<file path="config.mk">
export PLATFORM = sky130hd
export DESIGN_NAME = divider_4_bit_seq
export DESIGN_NICKNAME = d
export VERILOG_FILES = /design/src/rtl/divider_4_bit_seq.sv
export SDC_FILE = /design/constraint.sdc
export NUM_CORES = 1
export LEC_CHECK = 0
export ABC_AREA = 0
export BUFFER_PORTS_ARGS = -buffer_cell sky130_fd_sc_hd__buf_2
export CORE_MARGIN = 2
export CORE_UTILIZATION = 50
export CTS_CLUSTER_SIZE = 24
export DETAILED_ROUTE_END_ITERATION = 8
export GPL_ROUTABILITY_DRIVEN = 1
export PLACE_DENSITY = 0.7
export SYNTH_ARGS = -nofsm -noshare
export SYNTH_HDL_FRONTEND = slang
export SYNTH_SLANG_ARGS = --single-unit
</file>
<file path="constraint.sdc">
create_clock -name clk -period 2.4 [get_ports clk]
set_clock_uncertainty 0.1 [all_clocks]
set_input_delay 0.12 -clock clk [delete_from_list [all_inputs] [get_ports clk]]
set_output_delay 0.12 -clock clk [all_outputs]
set_load 0.1 [all_outputs]
</file>
<file path="src/rtl/divider_4_bit_seq.sv">
// Sequential restoring unsigned divider, one quotient bit per clock, start/busy/done handshake.
// Optional macro DIV_ZERO_EARLY_EN: a zero divisor completes one cycle after acceptance and flags div_by_zero.
module divider_4_bit_seq #(
    parameter int WIDTH = 4
) (
    input  logic             clk,
    input  logic             rst_n,
    input  logic             start,
    input  logic [WIDTH-1:0] dividend,
    input  logic [WIDTH-1:0] divisor,
    output logic             busy,
    output logic             done,
    output logic [WIDTH-1:0] quotient,
    output logic [WIDTH-1:0] remainder,
    output logic             div_by_zero
);

    localparam int CW = $clog2(WIDTH + 1);

    typedef enum logic [1:0] {
        IDLE = 2'd0,
        RUN  = 2'd1,
        ZERO = 2'd2
    } state_t;

    state_t state_r;
    state_t state_s;

    logic [WIDTH-1:0] dvd_r;
    logic [WIDTH-1:0] dvs_r;
    logic [WIDTH:0]   part_r;
    logic [WIDTH-1:0] quo_r;
    logic [CW-1:0]    count_r;
    logic             busy_r;
    logic             done_r;
    logic [WIDTH-1:0] quotient_r;
    logic [WIDTH-1:0] remainder_r;

    logic             accept_s;
    logic             finish_s;
    logic [WIDTH:0]   shift_s;
    logic [WIDTH:0]   rem_next_s;
    logic             qbit_s;
    logic [WIDTH-1:0] quo_next_s;
`ifdef DIV_ZERO_EARLY_EN
    logic             zero_fin_s;
    logic             dbz_r;
`endif

    // State register
    always_ff @(posedge clk or negedge rst_n) begin
        if (!rst_n) begin
            state_r <= IDLE;
        end else begin
            state_r <= state_s;
        end
    end

    // Next-state and handshake control
    always_comb begin
        state_s  = state_r;
        accept_s = 1'b0;
        finish_s = 1'b0;
`ifdef DIV_ZERO_EARLY_EN
        zero_fin_s = 1'b0;
`endif
        case (state_r)
            IDLE: begin
                if (start) begin
                    accept_s = 1'b1;
`ifdef DIV_ZERO_EARLY_EN
                    if (divisor == {WIDTH{1'b0}}) begin
                        state_s = ZERO;
                    end else begin
                        state_s = RUN;
                    end
`else
                    state_s = RUN;
`endif
                end else begin
                    state_s = IDLE;
                end
            end
            RUN: begin
                if (count_r == CW'(1)) begin
                    finish_s = 1'b1;
                    state_s  = IDLE;
                end else begin
                    state_s = RUN;
                end
            end
`ifdef DIV_ZERO_EARLY_EN
            ZERO: begin
                zero_fin_s = 1'b1;
                state_s    = IDLE;
            end
`endif
            default: begin
                state_s = IDLE;
            end
        endcase
    end

    // One restoring iteration: shift in next dividend bit, subtract when it fits
    always_comb begin
        shift_s = {part_r[WIDTH-1:0], dvd_r[WIDTH-1]};
        if (shift_s >= {1'b0, dvs_r}) begin
            rem_next_s = shift_s - {1'b0, dvs_r};
            qbit_s     = 1'b1;
        end else begin
            rem_next_s = shift_s;
            qbit_s     = 1'b0;
        end
        quo_next_s = {quo_r[WIDTH-2:0], qbit_s};
    end

    // Working registers, counter and registered outputs
    always_ff @(posedge clk or negedge rst_n) begin
        if (!rst_n) begin
            dvd_r       <= {WIDTH{1'b0}};
            dvs_r       <= {WIDTH{1'b0}};
            part_r      <= {(WIDTH+1){1'b0}};
            quo_r       <= {WIDTH{1'b0}};
            count_r     <= {CW{1'b0}};
            busy_r      <= 1'b0;
            done_r      <= 1'b0;
            quotient_r  <= {WIDTH{1'b0}};
            remainder_r <= {WIDTH{1'b0}};
`ifdef DIV_ZERO_EARLY_EN
            dbz_r       <= 1'b0;
`endif
        end else begin
            if (accept_s) begin
                dvd_r   <= dividend;
                dvs_r   <= divisor;
                part_r  <= {(WIDTH+1){1'b0}};
                quo_r   <= {WIDTH{1'b0}};
                count_r <= CW'(WIDTH);
            end else if (state_r == RUN) begin
                dvd_r   <= {dvd_r[WIDTH-2:0], 1'b0};
                part_r  <= rem_next_s;
                quo_r   <= quo_next_s;
                count_r <= count_r - CW'(1);
            end
            busy_r <= (state_s == RUN);
`ifdef DIV_ZERO_EARLY_EN
            done_r <= finish_s | zero_fin_s;
            if (zero_fin_s) begin
                // dvd_r still holds the unshifted dividend here
                quotient_r  <= {WIDTH{1'b1}};
                remainder_r <= dvd_r;
                dbz_r       <= 1'b1;
            end else if (finish_s) begin
                quotient_r  <= quo_next_s;
                remainder_r <= rem_next_s[WIDTH-1:0];
                dbz_r       <= 1'b0;
            end
`else
            done_r <= finish_s;
            if (finish_s) begin
                quotient_r  <= quo_next_s;
                remainder_r <= rem_next_s[WIDTH-1:0];
            end
`endif
        end
    end

    assign busy      = busy_r;
    assign done      = done_r;
    assign quotient  = quotient_r;
    assign remainder = remainder_r;
`ifdef DIV_ZERO_EARLY_EN
    assign div_by_zero = dbz_r;
`else
    assign div_by_zero = 1'b0;
`endif

endmodule

</file>
Yosys cells after proc, flatten, opt, wreduce, memory -nomap -nowiden
Index checks and enable logic that the tools add are counted.

storage, ports and cells
  output and inout port bits = 11
  bits of input ports = 11
  register bits = 30
  logic and storage cells = 35

cells by class
  add/subtract/negate cells = 2
  reductions and logical operators = 2
  mux-type cells = 17
  equal/unequal tests = 3
  order comparisons = 1

operator list
  operator                                              number
  2-to-1 mux 4 bit                                      5
  2-to-1 mux 3 bit                                      4
  2-to-1 mux 1 bit                                      7
  greater-or-equal comparator 5 x 4 -> 1 bit            1
  equality test 2 x 1 -> 1 bit (second input constant)  2
  one-hot mux 2 bit (2 select lines)                    1
  subtractor 4 bit                                      1
  equality test 3 x 1 -> 1 bit (second input constant)  1
  subtractor 3 x 1 -> 3 bit (second input constant)     1
  zero test 2 bit                                       1
  nonzero test 2 bit                                    1

Longest topological paths before layout
  depth after elaboration = 4
  mapped depth = 7
  depth with buffers taken out = 7

Least setup slack after synthesis
Ideal clock, no wire load.

  path type = reg2reg
  start point = register, netlist name busy
  end point = register quotient_r[0], in the netlist quotient[0]
  period minus slack after synthesis = 2.017 ns
  cell stages (with the launch flop) = 5
  setup time = 0.125 ns
  data arrival time = 1.791 ns
  path buffers = 1
  slack = 0.383 ns
  data required time = 2.175 ns
  cell sequence = dfrtp_1 -> clkbuf_1 -> nand3b_1 -> clkinv_1 -> mux2_2

RTL lines
  item                  line  RTL
  to (signal assigned)  127   quotient_r <= {WIDTH{1'b0}};
  to (signal assigned)  161   quotient_r <= quo_next_s;
  to (decl)             36    logic [WIDTH-1:0] quotient_r;

Worst setup path after layout
  start point = register part_r[1]
  end point = register quotient_r[0], in the netlist quotient[0]

between the ends
  cells in the longest elaborated chain, start to end = 2

RTL lines
  item                                        line  RTL
  from (decl)                                 31    logic [WIDTH:0] part_r;
  from (signal assigned)                      122   part_r <= {(WIDTH+1){1'b0}};
  from (signal assigned)                      136   part_r <= {(WIDTH+1){1'b0}};
  from (signal assigned)                      141   part_r <= rem_next_s;
  greater-or-equal comparator 5 x 4 -> 1 bit  107   if (shift_s >= {1'b0, dvs_r}) begin
  2-to-1 mux 1 bit                            107

Every way passes these cells.
A chain may end at the register's enable or synchronous reset.

==> reports/metrics.yaml <==
outcome:
  status: "completed"
setup_path:
  crit_arrival_ns: 2.13
  crit_fanout: 4
  cp_data_required_time_ns: 2.54
  cp-end-kind: "register"
  cp-start-kind: "register"
  worstSetupPathType: "register to register"
sta:
  fin_setup_tns_ns: 0
  maxSlewHeadroom_pct: 59.4
  fin_crit_sh_pct: 82.9
  whs_ns: 0.0791
  fin_ws_ns: 0.411
  max_slew.worst_pin.slew_ns: 0.608
  clock.fmax_ghz: 0.503
  rsz0062_at_grt: "no"
  drv_slew: 0
  layout_min_cycle_time_ns: 1.99
  setup_viol: 0
  hold_viol: 0
grt:
  grt_overflow_total: 0
  use_met3_pct: 3.02
  grt_pass1_vias: 1060
  antenna_found_initial: 0
  grt_busiest_layer: "met2"
  grt_usage_pct: 18.8
  use_met2_pct: 30.8
  grt_util_met1_pct: 24.4
  grt_max_degree: 29
  grt_pass1_wl_um: 4660
placed_design:
  gp_congestion: 0.888
  dpl-instance-area_um2: 1460
  portBuffers: 20
  hpwlAfterDp_um: 1840
  detailedPlace.worstSlack_ns: 0.455
routing:
  ant_nets: 0
  drc: 0
  firstDrtPassIters: 4
  dr_total_vias: 1031
  wl_per_cell_um: 13.6
  viasPerCell: 5.37
  drt_iter0_markers: 31
  totalWireLength_um: 2610
synthesis:
  syn_nets: 151
  ys_seq_area_share_pct: 52.3
  synthSimpleGateAreaFrac_pct: 15.4
  syn-cell-area_um2: 1340
  yosys.area_share.xor_xnor_pct: 1.31
  ys_seq_elements: 28
  synth_top_area_share_pct: 52.3
  ys_types: 32
  synthTopCellsByArea: "dfrtp_1, nand2_1, ha_1, o31ai_1, mux2i_1"
  synth_cells: 133
  synth_top_family_by_area: "simple AND/OR/NAND/NOR gates"
  synth_top_area_cell: "dfrtp_1"
  synthAdderAreaFrac_pct: 7.10
  synth_mux_area_share_pct: 5.51
  synth_compound_area_share_pct: 13.5
  syn_avg_cell_area_um2: 10.1
  yosys_warnings: 0
die:
  die-width_um: 55.7
  dieArea_um2: 3110
  fp.coreArea_um2: 2500
  die_h_um: 55.7
  rows: 18
  io_pins: 22
  initial_core_util_pct: 53.6
clock_tree:
  clockBufferDepth: 2
  path_clk_slew_ns: 0.15
  cts_tree: "yes"
  post_cts_buffers: 0
  h-tree-depth: 1
  cts_buffers: 3
  clock_latency_ns: 0.33
  cts.sinks: 28
  cts-root-buf: "clkbuf_4"
final_layout:
  fillers: 213
  diodes: 0
  synthToLayoutAreaGrowth_pct: 18.5
  fin_area_um2: 1590
  drive_gt1_share_pct: 17.9
  layout.nets: 181
hold_path:
  hold_class: "input port to register"
flow_run:
  max_cap_viol_count: 0
-- path summary, 6_finish.rpt --
check / startpoint / end / slack (ns) / depth (start not counted)
hold reg to reg: quotient[3]$_DFFE_PN0P_ / quotient[3]$_DFFE_PN0P_ / 0.38 / 2
setup / recovery: part_r[1]$_DFFE_PN0P_ / quotient[0]$_DFFE_PN0P_ / 0.41 / 5
setup reg to reg: part_r[1]$_DFFE_PN0P_ / quotient[0]$_DFFE_PN0P_ / 0.41 / 5
hold / removal: start / dvd_r[0]$_DFFE_PN0P_ / 0.08 / 3
max in group asynchronous: rst_n / count_r[0]$_DFFE_PN0P_ / 1.60 / 2
min in group asynchronous: rst_n / remainder[2]$_DFFE_PN0P_ / 0.20 / 2
-- worst max-delay path, cell delays in order (launching register included) --
cell,delay [ns]
dfrtp_1,0.44
ha_1,0.34
or2_0,0.24
a21boi_0,0.36
nor2_1,0.13
mux2_2,0.28
-- metrics by stage --
| step | util, % | std cells |
|---|---|---|
| after floorplan | - | 133 |
| after global placement | 58.4 | 179 |
| after detailed placement | 58.4 | 179 |
| after CTS | 63.5 | 192 |
| after global routing | 63.5 | 192 |
| final | 63.5 | 192 |
-- layout by cell type (no fill, tap or decap), types with 5 or more instances in the layout --
cell and instances:
o21ai_0 8, nand2_1 26, inv_1 9, o31ai_1 6
a21oi_1 5, buf_2 20, dlygate4sd3_1 9, nor2_1 6
ha_1 6, dfrtp_1 28
-- synthesized netlist by cell type --
master,instances
dfrtp_1,28
nand2_1,26
inv_1,9
o21ai_0,8
ha_1,6
nor2_1,6
o31ai_1,6
a21oi_1,5
mux2i_1,4
a22o_1,3
clkbuf_1,3
mux2_2,3
nand3b_1,3
nand4_1,2
nor2b_1,2
nor3_1,2
o211ai_1,2
a211o_1,1
a21boi_0,1
and3_4,1
buf_2,1
buf_4,1
clkinv_1,1
conb_1,1
fa_1,1
nand3_1,1
nor4_1,1
o21a_1,1
o21ai_1,1
or2_0,1
xnor2_1,1
xor2_1,1
-- per-layer routing --
layer  share of wire (%)  routed length (um)  vias to the layer above
met5                   0                   0                        -
met4                 1.2                  31                        0
met3                 4.0                 105                        4
met2                  47                1220                       27
met1                  48                1260                      490
li1                    -                   -                      510
-- state kept, by name, summed over array words and instances (netlist names) --
signal / flops
part_r: 4
remainder: 4
count_r: 3
dvs_r: 4
done: 1
quotient: 4
quo_r: 3
busy: 1
dvd_r: 4
-- area by class of cell --
class	count	area, um2	share of cell area [%]
inverters	10	37.5	2.37
clock buffers	4	36.3	2.29
flip-flops and latches	28	701	44.2
repair buffers	30	198	12.5
multi-input cells	90	577	36.4
well taps	30	37.5	2.37
-- timing repair --
action / CTS / global route
endpoints found under the hold margin: 36 / 0
gates resized for setup: 0 / 0
hold buffers: 9 / 0
-- kinds of logic after synthesis --
group | Yosys count
AND/OR/NAND/NOR | 45
AO/OA/AOI/OAI | 28
flip-flops | 28
buffers and inverters | 15
adder cells (fa/ha/maj) | 7
multiplexers | 7
XOR/XNOR | 2
other | 1
Power is left out: the tool's default activity adds up to more than one toggle a clock period on the data nets, which glitch-free logic cannot reach.
